<file path="src/rtl/weapon_bank.sv">
// Multi-channel weapon bank: per-channel ammo, magazine max, timed reload and post-shot cooldown,
// driven by a shared channel-addressed command bus with registered shot/error reporting.
module weapon_bank #(
    parameter int         N_CH        = 2,
    parameter int         CH_W        = 3,
    parameter int         AMMO_W      = 9,
    parameter int         CD_W        = 4,
    parameter int         RELOAD_CYC  = 8,
    parameter logic [3:0] ATTACK_MODE = 4'b0010
) (
    input  logic                     clk,
    input  logic                     rst,
    input  logic [3:0]               mode_selector,
    input  logic [CH_W-1:0]          ch_sel,
    input  logic                     fire,
    input  logic                     load,
    input  logic [AMMO_W-1:0]        load_ammo,
    input  logic                     set_max,
    input  logic [AMMO_W-1:0]        max_in,
    input  logic [AMMO_W-1:0]        fire_rate,
    input  logic [CD_W-1:0]          cooldown,
    output logic [N_CH*AMMO_W-1:0]   ammo_out,
    output logic [N_CH-1:0]          busy,
    output logic                     shot,
    output logic [CH_W-1:0]          shot_ch,
    output logic                     error,
    output logic [2:0]               err_code
);

    localparam int RLD_W = $clog2(RELOAD_CYC + 1);
    localparam int TMR_W = (CD_W > RLD_W) ? CD_W : RLD_W;
    localparam logic [TMR_W-1:0] RLD_INIT = TMR_W'(RELOAD_CYC - 1);

    localparam logic [2:0] ERR_NONE = 3'd0;
    localparam logic [2:0] ERR_MODE = 3'd1;
    localparam logic [2:0] ERR_AMMO = 3'd2;
    localparam logic [2:0] ERR_BUSY = 3'd3;
    localparam logic [2:0] ERR_CH   = 3'd4;
    localparam logic [2:0] ERR_RATE = 3'd5;

    typedef enum logic [1:0] {ST_IDLE = 2'd0, ST_COOL = 2'd1, ST_RELOAD = 2'd2} ch_state_e;
    typedef enum logic [1:0] {ACT_NONE = 2'd0, ACT_MAX = 2'd1, ACT_LOAD = 2'd2, ACT_FIRE = 2'd3} act_e;

    function automatic logic [AMMO_W-1:0] min_ammo(input logic [AMMO_W-1:0] a,
                                                   input logic [AMMO_W-1:0] b);
        return (a < b) ? a : b;
    endfunction

    ch_state_e           state_r     [N_CH];
    logic [TMR_W-1:0]    timer_r     [N_CH];
    logic [AMMO_W-1:0]   ammo_r      [N_CH];
    logic [AMMO_W-1:0]   max_r       [N_CH];
    logic [AMMO_W-1:0]   pend_r      [N_CH];
    logic [N_CH-1:0]     busy_r;
    logic                shot_r;
    logic [CH_W-1:0]     shot_ch_r;
    logic                error_r;
    logic [2:0]          err_code_r;

    ch_state_e           state_nxt_s [N_CH];
    logic [TMR_W-1:0]    timer_nxt_s [N_CH];
    logic [AMMO_W-1:0]   ammo_nxt_s  [N_CH];
    logic [AMMO_W-1:0]   max_nxt_s   [N_CH];
    logic [AMMO_W-1:0]   pend_nxt_s  [N_CH];

    ch_state_e           sel_state_s;
    logic [AMMO_W-1:0]   sel_ammo_s;
    logic                ch_valid_s;
    act_e                act_s;
    logic                err_s;
    logic [2:0]          code_s;

    // State register: channel state, timers, ammo bookkeeping and the registered response outputs.
    always_ff @(posedge clk) begin
        if (rst) begin
            for (int i = 0; i < N_CH; i++) begin
                state_r[i] <= ST_IDLE;
                timer_r[i] <= '0;
                ammo_r[i]  <= '0;
                max_r[i]   <= '1;
                pend_r[i]  <= '0;
            end
            busy_r     <= '0;
            shot_r     <= 1'b0;
            shot_ch_r  <= '0;
            error_r    <= 1'b0;
            err_code_r <= ERR_NONE;
        end else begin
            for (int i = 0; i < N_CH; i++) begin
                state_r[i] <= state_nxt_s[i];
                timer_r[i] <= timer_nxt_s[i];
                ammo_r[i]  <= ammo_nxt_s[i];
                max_r[i]   <= max_nxt_s[i];
                pend_r[i]  <= pend_nxt_s[i];
                busy_r[i]  <= (state_nxt_s[i] != ST_IDLE);
            end
            shot_r     <= (act_s == ACT_FIRE);
            shot_ch_r  <= (act_s == ACT_FIRE) ? ch_sel : shot_ch_r;
            error_r    <= err_s;
            err_code_r <= err_s ? code_s : err_code_r;
        end
    end

    // Command decode: pick the single winning action on the addressed channel or a reject reason.
    always_comb begin
        sel_state_s = ST_IDLE;
        sel_ammo_s  = '0;
        for (int i = 0; i < N_CH; i++) begin
            sel_state_s = (ch_sel == CH_W'(i)) ? state_r[i] : sel_state_s;
            sel_ammo_s  = (ch_sel == CH_W'(i)) ? ammo_r[i]  : sel_ammo_s;
        end
        ch_valid_s = (32'(ch_sel) < 32'(N_CH));
        act_s      = ACT_NONE;
        err_s      = 1'b0;
        code_s     = ERR_NONE;
        if (!(fire || load || set_max)) begin
            act_s = ACT_NONE;
        end else if (!ch_valid_s) begin
            err_s  = 1'b1;
            code_s = ERR_CH;
        end else if (set_max) begin
            act_s = ACT_MAX;
        end else if (load) begin
            if (sel_state_s == ST_RELOAD) begin
                err_s  = 1'b1;
                code_s = ERR_BUSY;
            end else begin
                act_s = ACT_LOAD;
            end
        end else if (mode_selector != ATTACK_MODE) begin
            err_s  = 1'b1;
            code_s = ERR_MODE;
        end else if (sel_state_s != ST_IDLE) begin
            err_s  = 1'b1;
            code_s = ERR_BUSY;
        end else if (fire_rate == '0) begin
            err_s  = 1'b1;
            code_s = ERR_RATE;
        end else if (sel_ammo_s < fire_rate) begin
            err_s  = 1'b1;
            code_s = ERR_AMMO;
        end else begin
            act_s = ACT_FIRE;
        end
    end

    // Next-state: every channel's timer advances first, then the addressed channel's action overrides.
    always_comb begin
        for (int i = 0; i < N_CH; i++) begin
            state_nxt_s[i] = state_r[i];
            timer_nxt_s[i] = timer_r[i];
            ammo_nxt_s[i]  = ammo_r[i];
            max_nxt_s[i]   = max_r[i];
            pend_nxt_s[i]  = pend_r[i];
            case (state_r[i])
                ST_COOL, ST_RELOAD: begin
                    if (timer_r[i] == '0) begin
                        state_nxt_s[i] = ST_IDLE;
                        ammo_nxt_s[i]  = (state_r[i] == ST_RELOAD) ? pend_r[i] : ammo_r[i];
                    end else begin
                        timer_nxt_s[i] = timer_r[i] - TMR_W'(1);
                    end
                end
                default: ;
            endcase
            case ((ch_sel == CH_W'(i)) ? act_s : ACT_NONE)
                ACT_MAX: begin
                    // A shrinking magazine also clamps any reload still in flight.
                    max_nxt_s[i]  = max_in;
                    ammo_nxt_s[i] = min_ammo(ammo_nxt_s[i], max_in);
                    pend_nxt_s[i] = min_ammo(pend_r[i], max_in);
                end
                ACT_LOAD: begin
                    state_nxt_s[i] = ST_RELOAD;
                    timer_nxt_s[i] = RLD_INIT;
                    pend_nxt_s[i]  = min_ammo(load_ammo, max_r[i]);
                end
                ACT_FIRE: begin
                    ammo_nxt_s[i] = ammo_r[i] - fire_rate;
                    if (cooldown != '0) begin
                        state_nxt_s[i] = ST_COOL;
                        timer_nxt_s[i] = TMR_W'(cooldown - CD_W'(1));
                    end else begin
                        state_nxt_s[i] = ST_IDLE;
                    end
                end
                default: ;
            endcase
        end
    end

    for (genvar g = 0; g < N_CH; g++) begin : g_ammo
        assign ammo_out[g*AMMO_W +: AMMO_W] = ammo_r[g];
    end

    assign busy     = busy_r;
    assign shot     = shot_r;
    assign shot_ch  = shot_ch_r;
    assign error    = error_r;
    assign err_code = err_code_r;

endmodule

</file>
<file path="config.mk">
export PLATFORM = sky130hd
export DESIGN_NAME = weapon_bank
export DESIGN_NICKNAME = d
export VERILOG_FILES = /design/src/rtl/weapon_bank.sv
export SDC_FILE = /design/constraint.sdc
export NUM_CORES = 1
export LEC_CHECK = 0
export BUFFER_PORTS_ARGS = -buffer_cell sky130_fd_sc_hd__buf_2
export CORE_MARGIN = 8
export CORE_UTILIZATION = 45
export DETAILED_ROUTE_END_ITERATION = 6
export PLACE_DENSITY = 0.67
export SLEW_MARGIN = 20
export SYNTH_ARGS = -nofsm -noshare
export SYNTH_HDL_FRONTEND = slang
export SYNTH_SLANG_ARGS = --single-unit
</file>
<file path="constraint.sdc">
create_clock -name clk -period 3.3 [get_ports clk]
set_input_delay 0.495 -clock clk [delete_from_list [all_inputs] [get_ports clk]]
set_output_delay 0.495 -clock clk [all_outputs]
set_load 0.03 [all_outputs]
</file>
==> results.yml, run 1 <==
status:
  status: "finished clean"
pwr:
  seqPwrFrac_pct: 42.8
  p_total_w: 0.00221
  leakage_nw: 3.33
  irDropWorstVdd_mv: 0.238
  p_clk_share_pct: 42.1
  switchingPower_w: 0.000633
  pwr-share-comb_pct: 15.1
  switching_share_pct: 28.7
  cell_internal_pwr_w: 0.00158
  power_density_mw_per_mm2: 310
synth:
  synth_edf_count: 0
  synth_area_leader_cell: "dfxtp_1"
  synth.area.top_cells: "dfxtp_1 (26%), ha_1 (17%), mux2i_1 (7.0%)"
  ys_ff_latch: 76
  syn_nets: 806
  synth-main-ff-cell: "dfxtp_1"
  synth_cell_types: 66
  yosys_warnings: 0
  synth_top_area_share_pct: 25.9
  synth_seq_area_share_pct: 25.9
  async_flop_share_pct: 0
  avgSynthCellArea_um2: 8.62
  synthCells: 683
  syn_area_mm2: 0.00588
place:
  place_area_mm2: 0.00659
  portBuffers: 70
  dp_hpwl_um: 13700
  place_congestion: 0.920
  dp_slack_ns: -0.300
global_route:
  globalRouteOverflowTotal: 0
  grt_pass1_vias: 5663
  grt_max_degree: 52
  grt_pass1_wl_um: 27800
  antenna_found_initial: 0
  track_usage_pct: 20.8
worst_setup_path:
  r2r-end: "ammo_r[0][12]"
  r2r_start: "state_r[0][2]"
  crit_arrival_ns: 3.42
  cp_data_required_time_ns: 3.52
  worst-path-max-fanout: 6
  reg2regPathDepth: 14
  start_kind: "flop"
  crit_type: "reg2reg"
  critPathCaptureType: "flop"
  ff2ff_setup_slack_ns: 0.1
detailed_routing:
  vias: 5704
  viasPerCell: 5.95
  wl_per_cell_um: 18.6
  ant_nets: 0
  drtIter0Drc: 502
  drc: 0
  drt-pass1-iter-count: 5
  wirelength_um: 17900
worst_hold_path:
  holdPathStages: 2
  holdPathEnd: "timer_r[0][0]"
  holdCritStartpoint: "cooldown[0]"
  min_path_type: "in2reg"
final_layout:
  nets: 904
  postLayoutCellArea_mm2: 0.00712
  layout_commonest_cell: "dfxtp_1"
  diodes: 0
  drive_above_1_share_pct: 24.4
  area_delta_synth_final_pct: 21.0
  final_cell_mix: "dfxtp_1 (74), ha_1 (71), buf_2 (70)"
timing:
  rsz0062_at_grt: "true"
  tightest_slew_ns: 0.719
  max_freq_ghz: 0.312
  slew_headroom_pct: 51.9
  fin_skew_ns: 0.00454
  fin_crit_sh_pct: 97.1
  tns_ns: 0
  finalSetupViolations: 0
  fin_crit_ns: 3.20
  drv_slew: 0
  whs_ns: 0.394
  finalHoldViolCount: 0
  fin_ws_ns: 0.0965
cts:
  cts_buffer_depth: 2
  cts_tree: "done"
  clock_sinks: 76
  ctsRootBufferMaster: "clkbuf_16"
  cts_made_buffers: 9
  clk-insertion-delay-late_ns: 0.35
  clk_pin_slew_ns: 0.06
  cts_max_level: 3
  cts_hold_buf: 0
die:
  die_x_um: 130
  coreArea_mm2: 0.0127
  die-area_mm2: 0.0170
  start_util_pct: 46.4
  num_io_pins: 71
  die_h_um: 130
  rows: 41
run:
  maxCapViolCount: 0
what timing repair did:
action	4_1_cts	5_1_grt
setup buffers	4	3
gates resized for setup	8	27
cloned	0	1
setup endpoints to repair	17	18
pin swaps	4	16
logic make-up (layout without fill, tap and decap cells):
family          count (synthesis)  count (layout)  share of synthesized area, %
compound gates                186             186                          21.3
simple gates                  184             185                          15.8
fa+ha+maj                      80              80                          17.3
flops                          76              76                          25.9
buf+inv                        75             177                          5.68
mux                            66              66                          11.8
xor+xnor                       16              16                          2.38
flip-flops by register name, indices dropped and copies added (netlist names):
name,cells
ammo_r,18
max_r,18
pend_r,18
timer_r,8
state_r,4
err_code,3
shot_ch,3
busy,2
error,1
shot,1
critical path, cell delays in order, from the launching register on:
cell      delay [ns]
dfxtp_2         0.33
inv_2           0.04
ha_4            0.22
nor4b_4         0.31
nand2_2         0.18
buf_6           0.16
mux2_4          0.31
ha_4            0.29
nand2_4         0.06
o21ai_4         0.17
a41oi_2         0.10
o21ai_2         0.24
nand4_1         0.17
a222oi_1        0.40
nor2_1          0.08
cell type report:
type | instances | area [um^2]
clock buffers | 10 | 229
clock inverters | 6 | 41.3
fillers | 1203 | 5550
inverters | 49 | 184
multi-input cells | 533 | 4240
flip-flops and latches | 76 | 1520
well taps | 172 | 215
repair buffers | 112 | 682
routing by layer:
| layer | up-vias | wire, um | GRT usage [%] |
|---|---|---|---|
| li1 | 2723 | - | - |
| met1 | 2742 | 7390 | 24.4 |
| met2 | 191 | 8930 | 36.5 |
| met3 | 48 | 1060 | 4.65 |
| met4 | 0 | 480 | 7.29 |
| met5 | - | 0 | 0 |
Yosys cell counts, types with 4 or more instances:
cell,count
ha_1,78
dfxtp_1,76
nor2_1,53
inv_1,48
a21oi_1,43
mux2i_1,41
nand2_1,40
mux2_2,25
o21ai_0,22
nand3_1,18
o211ai_1,18
nor3_1,17
clkbuf_1,15
a211oi_1,14
a22oi_1,13
nor2b_1,12
o21a_1,12
o22ai_1,11
xnor2_1,10
a21o_1,9
nand2b_1,7
and2_1,6
o21ai_1,6
xor2_1,6
buf_1,5
o2bb2ai_1,5
a211o_1,4
nand4_1,4
or3_1,4
worst max-delay path by stage:
stage / start / end / slack [ns] / cells after the start
after global placement: state_r[0][2] / ammo_r[0][15] / -0.12 / 13
after CTS: state_r[0][2] / ammo_r[0][13] / 0.01 / 15
after detailed placement: state_r[0][2] / ammo_r[0][13] / -0.30 / 13
final: state_r[0][2] / ammo_r[0][12] / 0.1 / 14
after floorplan: ch_sel[0] / ammo_r[0][7] / 0.05 / 14
after global routing: state_r[0][2] / ammo_r[0][12] / -0.07 / 14
power by group through the flow:
stage	Clock [W]	Sequential (W)	Combinational, W
floorplan	0	0.000968	0.000199
global placement	0	0.000964	0.000307
detailed placement	0	0.000965	0.000317
CTS	0.000936	0.000945	0.000320
global route	0.000981	0.000947	0.000367
finish	0.000929	0.000945	0.000334
through the flow:
step / cells / utilization (%)
floorplan: 683 / -
global placement: 934 / 52.0
detailed placement: 934 / 52.0
CTS: 954 / 54.6
global route: 958 / 56.2
finish: 958 / 56.2
Note: power is estimated with default switching activity, not from simulation.
==> run 2: changes to the inputs <==
--- a/config.mk
+++ b/config.mk
@@ -9,7 +9,6 @@
 export CORE_MARGIN = 8
 export CORE_UTILIZATION = 45
 export DETAILED_ROUTE_END_ITERATION = 6
-export PLACE_DENSITY = 0.67
 export SLEW_MARGIN = 20
 export SYNTH_ARGS = -nofsm -noshare
 export SYNTH_HDL_FRONTEND = slang
==> constraint.sdc (replaced) <==
create_clock -name clk -period 3 [get_ports clk]
set_input_delay 0.45 -clock clk [delete_from_list [all_inputs] [get_ports clk]]
set_output_delay 0.45 -clock clk [all_outputs]
set_load 0.03 [all_outputs]
==> results.yml, run 2 (synthesis gave the netlist of run 1 again) <==
worst_setup_path:
  r2r_start: "state_r[0][2]"
  crit_arrival_ns: 3.51
  cpPeakStageDelay_ns: 0.35
  worstPathBufferInverterCount: 2
  ff2ff_setup_slack_ns: -0.26
  start_kind: "flop"
  critPathCaptureType: "flop"
  cp_slowest_cell: "mux2_4"
  worst-path-max-fanout: 8
  cp_data_required_time_ns: 3.25
  r2r-end: "ammo_r[0][16]"
  reg2regPathDepth: 15
  path_common_cell: "ha_4"
  critical_path.cell_chain: "inv_2 -> ha_4 -> nor4b_4 -> nand2_4 -> mux2_4 -> ha_4 -> a21oi_2 -> o21ai_4 -> a2111oi_4 -> o31a_1 -> o21ai_2 -> nand4_1 -> buf_4 -> nand2_1 -> a21oi_1"
  crit_family: "compound AO/OA/AOI/OAI gates"
  crit_type: "reg2reg"
final_layout:
  layout_commonest_cell: "buf_4"
  area_delta_synth_final_pct: 28.9
  nets: 945
  final_core_util_pct: 59.9
  fillCellCount: 1169
  drive_above_1_share_pct: 29.6
  top_regs: "ammo_r (18), max_r (18), pend_r (18)"
  diodes: 0
  final_cell_mix: "buf_4 (81), dfxtp_1 (72), buf_2 (69)"
worst_hold_path:
  holdPathEnd: "timer_r[0][4]"
  min_path_type: "in2reg"
  holdPathStages: 2
  holdCritStartpoint: "rst"
detailed_routing:
  top_layer: "met4"
  wirelength_um: 19500
  drt-pass1-iter-count: 5
  wl_per_cell_um: 19.5
  wl_met1_um: 8270
  viasPerCell: 5.88
  drtIter0Drc: 601
  vias: 5876
  wl_met2_um: 9540
  drc: 0
  ant_nets: 0
  met3WireLength_um: 1190
timing:
  fin_skew_ns: 0.0116
  finalHoldViolCount: 0
  fin_ws_ns: -0.260
  drv_slew: 0
  finalSetupViolations: 10
  slew_headroom_pct: 54.7
  fin_crit_ns: 3.26
  whs_ns: 0.337
  tightest_slew_ns: 0.678
  tns_ns: -1.90
  rsz0062_at_grt: "true"
  fin_crit_sh_pct: 109
  max_freq_ghz: 0.307
run:
  maxCapViolCount: 0
global_route:
  track_usage_pct: 23.4
  grt_pass1_vias: 6077
  globalRouteOverflowTotal: 0
  antenna_found_initial: 0
  grt_pass1_wl_um: 30800
  grt_max_degree: 38
cts:
  clk_pin_slew_ns: 0.06
  clock_sinks: 76
  cts_made_buffers: 9
  cts_max_level: 3
  cts_hold_buf: 0
  cts_tree: "done"
  clk-insertion-delay-late_ns: 0.35
  cts_buffer_depth: 2
  ctsRootBufferMaster: "clkbuf_16"
pwr:
  irDropWorstVdd_mv: 0.186
  power_density_mw_per_mm2: 336
  leakage_nw: 3.62
  p_total_w: 0.00255
die:
  die_x_um: 130
  die_h_um: 130
  num_io_pins: 71
  coreArea_mm2: 0.0127
  die-area_mm2: 0.0170
  start_util_pct: 46.4
  rows: 41
place:
  dp_hpwl_um: 15000
  portBuffers: 70
  dp_slack_ns: -0.426
  place_congestion: 0.900
status:
  failed_checks: "negative setup slack"
  status: "finished, violations left"
==> run 2: cell types whose count changed in the layout (fill, tap and decap cells not counted), sizes merged <==
| cell | change |
|---|---|
| buf | +40 |
| clkinvlp | -2 |
| clkinv | -2 |
| clkbuf | +4 |
| bufinv | +1 |
==> run 2: worst max-delay path by stage <==
stage	end	cells past startpoint	from	slack [ns]
2_1_floorplan	ammo_r[0][7]	14	ch_sel[0]	-0.01
3_3_place_gp	ammo_r[0][10]	14	state_r[0][2]	-0.34
3_5_place_dp	ammo_r[0][10]	14	state_r[0][2]	-0.43
4_1_cts	ammo_r[0][10]	14	state_r[0][2]	-0.13
5_1_grt	ammo_r[0][10]	14	state_r[0][2]	-0.35
6_report	ammo_r[0][16]	15	state_r[0][2]	-0.26
==> run 2: per-layer routing <==
metal,vias to the layer above,GRT usage (%)
met5,-,0
met4,0,9.18
met3,46,4.41
met2,189,40.9
met1,2837,27.7
li1,2804,-
==> run 2: stage by stage <==
step,area [um^2],cells
after detailed placement,6990,972
after floorplan,6050,683
after global placement,6990,972
after CTS,7450,992
after global routing,7580,999
final,7580,999
==> run 2: timing repair <==
| action | in CTS | in global routing |
|---|---|---|
| buffers inserted | 4 | 6 |
| pin swaps | 20 | 9 |
| cloned | 0 | 1 |
| setup endpoints to repair | 18 | 24 |
| resized for setup | 24 | 16 |
==> run 2: final cells by class <==
type	instances	area, um^2	share of cell area (%)
clock buffers	13	250	3.30
clock inverters	3	46.3	0.610
inverters	49	184	2.42
multi-input cells	533	4380	57.7
flip-flops and latches	76	1530	20.1
well taps	172	215	2.84
repair buffers	153	983	13.0
==> run 2: power breakdown <==
group	total [W]	internal (W)	switching (W)
registers	0.00104	0.00103	0.0000127
logic	0.000389	0.000158	0.000231
clock network	0.00112	0.000670	0.000452
total	0.00255	0.00186	0.000695
==> run 3: changes to the inputs <==
--- a/config.mk
+++ b/config.mk
@@ -5,6 +5,7 @@
 export SDC_FILE = /design/constraint.sdc
 export NUM_CORES = 1
 export LEC_CHECK = 0
+export ABC_AREA = 1
 export BUFFER_PORTS_ARGS = -buffer_cell sky130_fd_sc_hd__buf_2
 export CORE_MARGIN = 8
 export CORE_UTILIZATION = 45
==> results.yml, run 3 <==
status:
  status: "finished clean"
cts:
  cts_tree: "done"
  ctsRootBufferMaster: "clkbuf_16"
  clk_pin_slew_ns: 0.06
  cts_buffer_depth: 2
  cts_max_level: 3
  clk-insertion-delay-late_ns: 0.36
  cts_made_buffers: 9
  clock_sinks: 76
detailed_routing:
  wirelength_um: 22000
  drt-pass1-iter-count: 5
  viasPerCell: 5.23
  ant_nets: 0
  drtIter0Drc: 508
  wl_per_cell_um: 15.8
  drc: 0
  vias: 7275
worst_hold_path:
  holdCritStartpoint: "shot_ch[2]"
  holdPathEnd: "shot_ch[2]"
  min_path_type: "reg2reg"
  holdPathStages: 2
synth:
  synth_top_area_share_pct: 23.1
  synthMostInstantiatedCell: "nand2_1"
  yosys-top-cells-count: "nand2_1 (324), inv_1 (146), nand3_1 (94)"
  synth-main-ff-cell: "dfxtp_1"
  synth_cell_types: 41
  syn_area_mm2: 0.00660
  yosys_warnings: 0
  synth.area.top_cells: "dfxtp_1 (23%), nand2_1 (18%), ha_1 (15%)"
  syn_nets: 1187
  async_flop_share_pct: 0
  avgSynthCellArea_um2: 6.20
  ys_ff_latch: 76
  synthCells: 1064
  synth_edf_count: 0
  synth_seq_area_share_pct: 23.1
  synth_area_leader_cell: "dfxtp_1"
pwr:
  irDropWorstVdd_mv: 0.258
  leakage_nw: 4.50
  power_density_mw_per_mm2: 310
  cell_internal_pwr_w: 0.00180
  p_clk_share_pct: 44.1
  pwr-share-comb_pct: 15.1
  seqPwrFrac_pct: 40.7
  switchingPower_w: 0.000740
  switching_share_pct: 29.2
final_layout:
  drive_above_1_share_pct: 19.0
  layout_commonest_cell: "nand2_1"
  multi_input_area_mm2: 0.00449
  diodes: 0
  nets: 1326
  final_core_util_pct: 56.7
  fillCellCount: 1526
  final_cells: 1391
  area_delta_synth_final_pct: 23.9
  ff_latch_area_mm2: 0.00153
  top_regs: "ammo_r (18), max_r (18), pend_r (18)"
  final_cell_mix: "nand2_1 (318), inv_1 (143), nand3_1 (93)"
worst_setup_path:
  cp_slowest_cell: "ha_1"
  ff2ff_setup_slack_ns: 0.05
  cpPeakStageDelay_ns: 0.35
  worst-path-max-fanout: 8
  crit_arrival_ns: 3.21
  r2r-end: "ammo_r[0][13]"
  cp_data_required_time_ns: 3.25
  path_common_cell: "nand2_1"
  critPathCaptureType: "flop"
  crit_family: "simple AND/OR/NAND/NOR gates"
  critical_path.cell_chain: "inv_2 -> ha_4 -> inv_1 -> nor2_2 -> nand2_4 -> nor2_4 -> clkbuf_16 -> o21ai_0 -> ha_1 -> nand4_1 -> a21oi_1 -> nor2_2 -> buf_4 -> buf_4 -> nand3_1 -> nand2_1 -> nand2_1 -> nand3_1 -> nand2_1 -> inv_1"
  worstPathBufferInverterCount: 6
  start_kind: "flop"
  r2r_start: "timer_r[0][5]"
  reg2regPathDepth: 20
  crit_type: "reg2reg"
place:
  dp_hpwl_um: 17100
  portBuffers: 70
  placed_cells: 1362
  dp_slack_ns: -0.280
  place_congestion: 0.908
global_route:
  grt_max_degree: 32
  antenna_found_initial: 0
  track_usage_pct: 23.1
  grt_pass1_vias: 6584
  globalRouteOverflowTotal: 0
  grt_pass1_wl_um: 33700
run:
  maxCapViolCount: 0
timing:
  fin_ws_ns: 0.0476
  fin_crit_sh_pct: 98.4
  finalSetupViolations: 0
  drv_slew: 0
  tightest_slew_ns: 0.639
  max_freq_ghz: 0.339
  rsz0062_at_grt: "true"
  finalHoldViolCount: 0
  slew_headroom_pct: 57.4
  whs_ns: 0.436
  fin_crit_ns: 2.95
  fin_skew_ns: 0.00979
die:
  die_h_um: 137
  start_util_pct: 45.8
  die-area_mm2: 0.0188
  coreArea_mm2: 0.0144
  num_io_pins: 71
  die_x_um: 137
  rows: 44
[run 3: cell count changes in the layout (fill, tap and decap cells not counted), moves of 16 or more]
cell / delta
nand3_1: +75
inv_1: +97
nand2_1: +280
mux2i_1: -40
nor2_1: +16
o21ai_0: +53
a21oi_1: +31
[run 3: power groups by stage]
stage / registers [W] / clock network (W) / logic, W
after global routing: 0.00103 / 0.00117 / 0.000428
after floorplan: 0.00106 / 0 / 0.000219
after detailed placement: 0.00106 / 0 / 0.000373
after global placement: 0.00106 / 0 / 0.000372
final: 0.00103 / 0.00112 / 0.000384
after CTS: 0.00103 / 0.00113 / 0.000375
[run 3: final cells by class]
class                   instances  share of cell area [%]
clock buffers                   9                    2.75
clock inverters                 6                   0.811
inverters                     154                    7.10
multi-input cells             808                    54.9
flip-flops and latches         76                    18.7
well taps                     184                    2.82
repair buffers                154                    12.9
[run 3: per-stage QoR]
step | total power [W] | setup TNS, ns | instance area [um^2]
6_report | 0.00254 | 0 | 8180
3_5_place_dp | 0.00143 | -11.14 | 7620
3_3_place_gp | 0.00143 | -8.99 | 7620
2_1_floorplan | 0.00128 | 0 | 6610
5_1_grt | 0.00263 | -1.16 | 8180
4_1_cts | 0.00254 | 0 | 7920
[run 3: how the worst max path moves through the flow]
stage	startpoint	to	slack, ns	depth (start not counted)
floorplan	state_r[0][2]	ammo_r[0][16]	0.06	21
global placement	ch_sel[2]	busy[1]	-0.25	24
detailed placement	ch_sel[2]	busy[1]	-0.28	24
CTS	ch_sel[2]	busy[1]	0.06	24
global route	timer_r[0][5]	ammo_r[0][12]	-0.08	20
finish	timer_r[0][5]	ammo_r[0][13]	0.05	20
[run 3: logic make-up after synthesis]
| family | count (synthesis) | share of synthesized area [%] |
|---|---|---|
| buffers and inverters | 181 | 10.7 |
| XOR/XNOR | 12 | 1.59 |
| AO/OA/AOI/OAI | 179 | 14.6 |
| AND/OR/NAND/NOR | 535 | 34.5 |
| adder cells (fa/ha/maj) | 80 | 15.4 |
| flip-flops | 76 | 23.1 |
| multiplexers | 1 | 0.171 |
[run 3: metal layers]
metal,track usage (%),share of wire [%],vias up
met1,30.5,46,3328
met2,38.2,46,183
li1,-,-,3738
met5,0,0,-
met4,5.67,1.6,0
met3,3.78,6.3,26
[run 3: timing repair]
item                                   4_1_cts  5_1_grt
setup endpoints to repair                    0       69
setup buffers                                0        9
hold buffers                                 0        0
gates resized for setup                      0       47
endpoints found under the hold margin        0        0
[run 3: worst reg2reg max path, stage by stage (launching register included)]
cell and delay [ns]:
dfxtp_2 0.33, inv_2 0.07, ha_4 0.14, inv_1 0.06, nor2_2 0.16, nand2_4 0.09, nor2_4 0.25, clkbuf_16 0.21
o21ai_0 0.13, ha_1 0.35, nand4_1 0.17, a21oi_1 0.19, nor2_2 0.07, buf_4 0.15, buf_4 0.15, nand3_1 0.06
nand2_1 0.06, nand2_1 0.06, nand3_1 0.07, nand2_1 0.06, inv_1 0.03
